<file path="src/rtl/instr_fetch_unit.sv">
// MIPS instruction-fetch stage: owns the PC, reads instruction memory over req/ack,
// and feeds the IF/ID buffer through an output slot backed by a one-entry skid register.
//
// state   | meaning
// --------+------------------------------------------------------------
// S_FETCH | request outstanding at pc; ack fills output slot or skid
// S_SKID  | skid holds a word the stalled output could not take; no request
// S_DRAIN | finish the read abandoned by a redirect; its data is dropped
module instr_fetch_unit #(
  parameter logic [31:0] RESET_PC = 32'h0000_0000
) (
  input  logic        clk,
  input  logic        rst_n,
  output logic        imem_req,
  output logic [31:0] imem_addr,
  input  logic        imem_ack,
  input  logic [31:0] imem_rdata,
  input  logic        stall,
  input  logic        redirect,
  input  logic [31:0] redirect_pc,
  output logic [31:0] instr,
  output logic [31:0] fetch_pc,
  output logic [31:0] pc_plus4,
  output logic        valid
);

  typedef enum logic [1:0] {S_FETCH, S_SKID, S_DRAIN} state_t;

  state_t      state;
  logic [31:0] pc;
  logic [31:0] pc_next;
  logic [31:0] skid_instr;
  logic [31:0] skid_pc;
  logic [31:0] drain_addr;
  logic        slot_free;

  assign pc_next   = pc + 32'd4;
  assign slot_free = !valid || !stall;
  assign imem_req  = (state != S_SKID);
  // The abandoned read keeps its address until memory acknowledges it.
  assign imem_addr = (state == S_DRAIN) ? drain_addr : pc;

  always_ff @(posedge clk or negedge rst_n) begin
    if (!rst_n) begin
      state      <= S_FETCH;
      pc         <= {RESET_PC[31:2], 2'b00};
      valid      <= 1'b0;
      instr      <= 32'd0;
      fetch_pc   <= 32'd0;
      pc_plus4   <= 32'd0;
      skid_instr <= 32'd0;
      skid_pc    <= 32'd0;
      drain_addr <= 32'd0;
    end else if (redirect) begin
      valid      <= 1'b0;
      skid_instr <= 32'd0;
      skid_pc    <= 32'd0;
      pc         <= {redirect_pc[31:2], 2'b00};
      case (state)
        S_FETCH: begin
          if (!imem_ack) begin
            state      <= S_DRAIN;
            drain_addr <= pc;
          end
        end
        S_SKID:  state <= S_FETCH;
        default: state <= S_DRAIN;
      endcase
    end else begin
      case (state)
        S_FETCH: begin
          if (imem_ack) begin
            pc <= pc_next;
            if (slot_free) begin
              valid    <= 1'b1;
              instr    <= imem_rdata;
              fetch_pc <= pc;
              pc_plus4 <= pc_next;
            end else begin
              skid_instr <= imem_rdata;
              skid_pc    <= pc;
              state      <= S_SKID;
            end
          end else if (!stall) begin
            valid <= 1'b0;
          end
        end
        S_SKID: begin
          if (!stall) begin
            valid    <= 1'b1;
            instr    <= skid_instr;
            fetch_pc <= skid_pc;
            pc_plus4 <= skid_pc + 32'd4;
            state    <= S_FETCH;
          end
        end
        S_DRAIN: begin
          if (imem_ack) state <= S_FETCH;
        end
        default: state <= S_FETCH;
      endcase
    end
  end

endmodule

</file>
<file path="config.mk">
export PLATFORM = sky130hd
export DESIGN_NAME = instr_fetch_unit
export DESIGN_NICKNAME = d
export VERILOG_FILES = /design/src/rtl/instr_fetch_unit.sv
export SDC_FILE = /design/constraint.sdc
export NUM_CORES = 1
export LEC_CHECK = 0
export CAP_MARGIN = 20
export CORE_MARGIN = 4
export CORE_UTILIZATION = 50
export CTS_CLUSTER_DIAMETER = 30
export CTS_CLUSTER_SIZE = 25
export DETAILED_ROUTE_END_ITERATION = 6
export PLACE_DENSITY = 0.77
export SYNTH_ARGS = -nofsm -noshare
export SYNTH_HDL_FRONTEND = slang
export SYNTH_SLANG_ARGS = --single-unit
</file>
<file path="constraint.sdc">
create_clock -name clk -period 2.2 [get_ports clk]
set_input_delay 0.22 -clock clk [delete_from_list [all_inputs] [get_ports clk]]
set_output_delay 0.22 -clock clk [all_outputs]
set_load 0.1 [all_outputs]
</file>
# --- Word-level counts from Yosys, hierarchy flattened ---
# Cells that the tools add are included.
word_totals:
  register_bits: 227
  inputBits: 69
  output_inout_bits: 130
  elab_cells: 79
classes:
  add_sub_neg: 2
  n_eq_ne: 14
  muxes: 38
  bitwise: 2
  n_reduce_logical: 14
op_table:
  columns: ["cell", "n"]
  rows:
  - ["two-way mux 32 bit", 21]
  - ["case mux 32 bit (2 select lines)", 3]
  - ["adder 32 x 3 -> 32 bit (second input constant)", 2]
  - ["!= test 3 bit (second input constant)", 5]
  - ["two-way mux 2 bit", 6]
  - ["AND reduction 5 bit", 2]
  - ["!= test 2 bit (second input constant)", 4]
  - ["!= test 4 bit (second input constant)", 2]
  - ["case mux 2 bit (3 select lines)", 1]
  - ["AND reduction 3 bit", 2]
  - ["nonzero test 2 bit", 3]
  - ["two-way mux 1 bit", 5]
  - ["case mux 2 bit (2 select lines)", 1]
  - ["AND reduction 4 bit", 1]
  - ["nonzero test 3 bit", 1]
  - ["equality test 2 x 1 -> 1 bit (second input constant)", 1]
  - ["equality test 2 bit (second input constant)", 1]
  - ["logical NOT 1 bit", 2]
  - ["logical NOT 2 bit", 1]
  - ["!= test 2 x 1 -> 1 bit (second input constant)", 1]
  - ["inverter 1 bit", 2]
  - ["case mux 1 bit (2 select lines)", 1]
  - ["AND reduction 2 bit", 1]
  - ["logical OR 1 bit", 1]

# --- Depth between registers and ports, before layout ---
logic_depth:
  depth_word: 6
  depth_mapped: 8

# --- Worst setup path before layout ---
# No wires, ideal clock.
synth_path:
  path_kind: "register to output"
  startpoint: "register state[1]"
  endpoint: "output imem_addr[23]"
  arrival_ns: 3.130
  t_required_ns: 1.980
  setup_slack_ns: -1.150
  path_stages_with_launch: 6
  n_path_buf: 3
  path_cell_list: "dfrtp_1 buf_2 nor2b_1 clkbuf_1 clkbuf_1 o21ai_0"
synth_between:
  elab_chain_len: 2
synth_lines:
  columns: ["element", "line", "text"]
  rows:
  - ["start: declaration", "29", "state_t state;"]
  - ["start signal: assignment", "45", "state <= S_FETCH;"]
  - ["start signal: assignment", "62", "state <= S_DRAIN;"]
  - ["start signal: assignment", "66", "S_SKID: state <= S_FETCH;"]
  - ["equality test 2 bit", "41", "assign imem_addr = (state == S_DRAIN) ? drain_addr : pc;"]
  - ["two-way mux 32 bit", "41", null]
  - ["end: declaration", "15", "output logic [31:0] imem_addr,"]
# No other way between the ends.

# --- Worst setup path after layout ---
layout_path:
  startpoint: "register state[0]"
  endpoint: "output imem_addr[20]"
# Same word-level chain as after synthesis.

==> results.json <==
{
  "startpoint_type": "flip-flop",
  "clkSlewWorstSetupHoldPaths_ps": 50,
  "clk_latency_ps": 540,
  "timing.rr.start": "skid_pc[6]",
  "nets": 1414,
  "syn_area_um2": 11000,
  "async_flop_share_pct": 100,
  "grt_max_degree": 131,
  "area_growth_pct": 41.8,
  "die_y_um": 156,
  "max_slew_margin_pct": 52.5,
  "syn_avg_cell_area_um2": 9.82,
  "grt_pass1_wl_mm": 54.2,
  "cp.required_ps": 1980,
  "clockBufferDepth": 3,
  "antenna_found_initial": 0,
  "wire_per_inst_um": 20.7,
  "dp_hpwl_mm": 21.5,
  "io_buffers": 194,
  "cp_cell_sequence": "nor2b_4 -> buf_6 -> buf_12 -> mux2_4 -> buf_12",
  "status": "completed",
  "gp_congestion": 0.906,
  "setup_violations": 0,
  "slew_viol_final": 0,
  "p_leak_nw": 6.95,
  "start_util_pct": 51.5,
  "ys.flop_type": "dfrtp_1",
  "yosysSeqAreaShare_pct": 50.0,
  "rsz0062_at_grt": "true",
  "cts_sinks": 219,
  "ant_nets": 0,
  "drive_above_1_share_pct": 28.4,
  "cpMostUsedCell": "buf_12",
  "gr-usage-met1_pct": 36.6,
  "critical_path_buf_inv_count": 3,
  "fp.dieW_um": 156,
  "fillers": 1438,
  "place_inst": 1559,
  "cts_tree": "built",
  "placementRows": 53,
  "tightest_slew_ps": 712,
  "gr-max-usage-layer": "met2",
  "stdcell_count": 1659,
  "synthCells": 1117,
  "endpoint_kind": "output port",
  "final_common_cell": "dfrtp_1",
  "r2r_cells": 5,
  "final_hold_viol_count": 0,
  "grt.total_usage_pct": 27.7,
  "grt_pass1_vias": 9914,
  "critPathMaxFanout": 8,
  "ys_seq_elements": 219,
  "dieArea_um2": 24400,
  "path_class": "reg -> out",
  "use_met3_pct": 7.63,
  "r2r_slack_ps": 150,
  "hold_class": "in -> async",
  "cpMaxStageDelayCell": "dfrtp_2",
  "p_per_area_nw_per_um2": 1300,
  "critical-path-top-delay-family": "buffers and inverters",
  "synth_warnings": 0,
  "critPathCapture": "imem_addr[20]",
  "met2_usage_pct": 44.3,
  "cp-startpoint": "state[0]",
  "drt-vias-per-instance": 5.96,
  "fmax_mhz": 456,
  "vdd_drop_max_mv": 0.883,
  "cp.arrival_ps": 1970,
  "vias": 9890,
  "fin_skew_ps": 13.3,
  "htreeDepth": 2,
  "synth.distinct_cells": 62,
  "min_period_over_period_pct": 99.6,
  "wl_mm": 34.3,
  "drtPass1Iterations": 5,
  "fin_crit_ps": 2190,
  "hold_ws_ps": 41.3,
  "cts_buffers": 48,
  "cap_viol_max_count": 0,
  "ios": 199,
  "final_util_pct": 73.1,
  "clock-root-buffer": "clkbuf_16",
  "synth-edff-count": 0,
  "r2r-end": "pc_plus4[19]",
  "cp.depth": 5,
  "most-common-layout-cells": "dfrtp_1 (216), nand2_1 (204), buf_4 (168), nor2_1 (84)",
  "slowest_delay_ps": 430,
  "dr.first_iter.drc_count": 891,
  "drc": 0,
  "gr-total-overflow": 0,
  "fp.coreArea_um2": 21300
}
==> repair_timing <==
action                     4_1_cts  5_1_grt
setup endpoints to repair       26       29
cloned                           3        0
setup buffers                    5        1
resized for setup               15       19
hold endpoints to repair       219        0
hold buffers                     1        0
==> per-layer routing <==
metal	vias up	wire [µm]
li1	4415	-
met1	4919	13700
met2	469	16400
met3	87	3080
met4	0	1110
met5	-	0
==> cells in the mapped netlist (all sizes together), types with 7 or more instances <==
cell type	count	area (µm²)
clkbuf	52	200
buf	55	329
a31oi	65	407
nand4	33	243
nand3	33	170
inv	8	30.0
and4	7	62.6
nand2	204	766
a22o	62	543
nor4	15	128
and3	10	62.6
dfrtp	219	5480
o21ai	45	225
xnor2	36	315
nor3	16	85.1
nor2	86	328
xor2	35	307
mux2	57	642
mux2i	12	120
o221ai	7	67.6
and2	7	43.8
==> how the worst min path moves through the flow <==
stage	endpoint	slack (ps)	cells past startpoint	from
final	drain_addr[5]	40	2	rst_n
after global routing	drain_addr[5]	40	2	rst_n
after detailed placement	drain_addr[5]	-0.05	1	rst_n
after CTS	drain_addr[5]	30	2	rst_n
after global placement	drain_addr[5]	2	1	rst_n
after floorplan	drain_addr[10]	-80	0	rst_n
==> layout make-up <==
class / count / area (µm²) / share of cell area (%)
antenna: 1 / 2.50 / 0.0161
clock buffer: 56 / 1290 / 8.30
clock inverter: 34 / 463 / 2.98
inverter: 9 / 33.8 / 0.217
multi-input combinational: 783 / 5070 / 32.6
sequential: 219 / 5480 / 35.3
tap: 275 / 344 / 2.21
timing repair buffer: 282 / 2870 / 18.4
==> logic make-up (layout without fill, tap and decap cells) <==
group	after synthesis	count (layout)	synth area share (%)
simple gates	430	430	18.6
fa+ha+maj	3	3	0.319
xor+xnor	71	71	5.67
mux	69	69	6.95
flops	219	219	50.0
compound gates	208	208	13.4
buf+inv	116	381	5.13
other cells	1	3	0.0342
==> stage by stage <==
step	instance area [µm²]	power (mW)	TNS, ps	setup WS, ps
finish	15600	20.3	0	7.79
global route	15600	20.9	-287	-34.7
detailed placement	13600	12.4	0	23.5
global placement	13600	12.3	0	71.6
floorplan	11000	10.4	-1200	-401
CTS	15500	20.3	-1570	-88.0
==> power by group <==
group          leakage (nW)  switching (mW)  internal, mW
logic                  3.38            5.46          1.97
clock network         0.851            2.42          5.28
registers              2.72           0.459          4.70
total                  6.95            8.34          11.9
==> sequential cells by signal (all words and copies together), names as in the netlist <==
| name | count |
|---|---|
| drain_addr | 30 |
| fetch_pc | 31 |
| instr | 32 |
| pc | 30 |
| pc_plus4 | 30 |
| skid_instr | 32 |
| skid_pc | 31 |
| state | 2 |
| valid | 1 |
No activity file was read; power rests on OpenSTA's default activity.
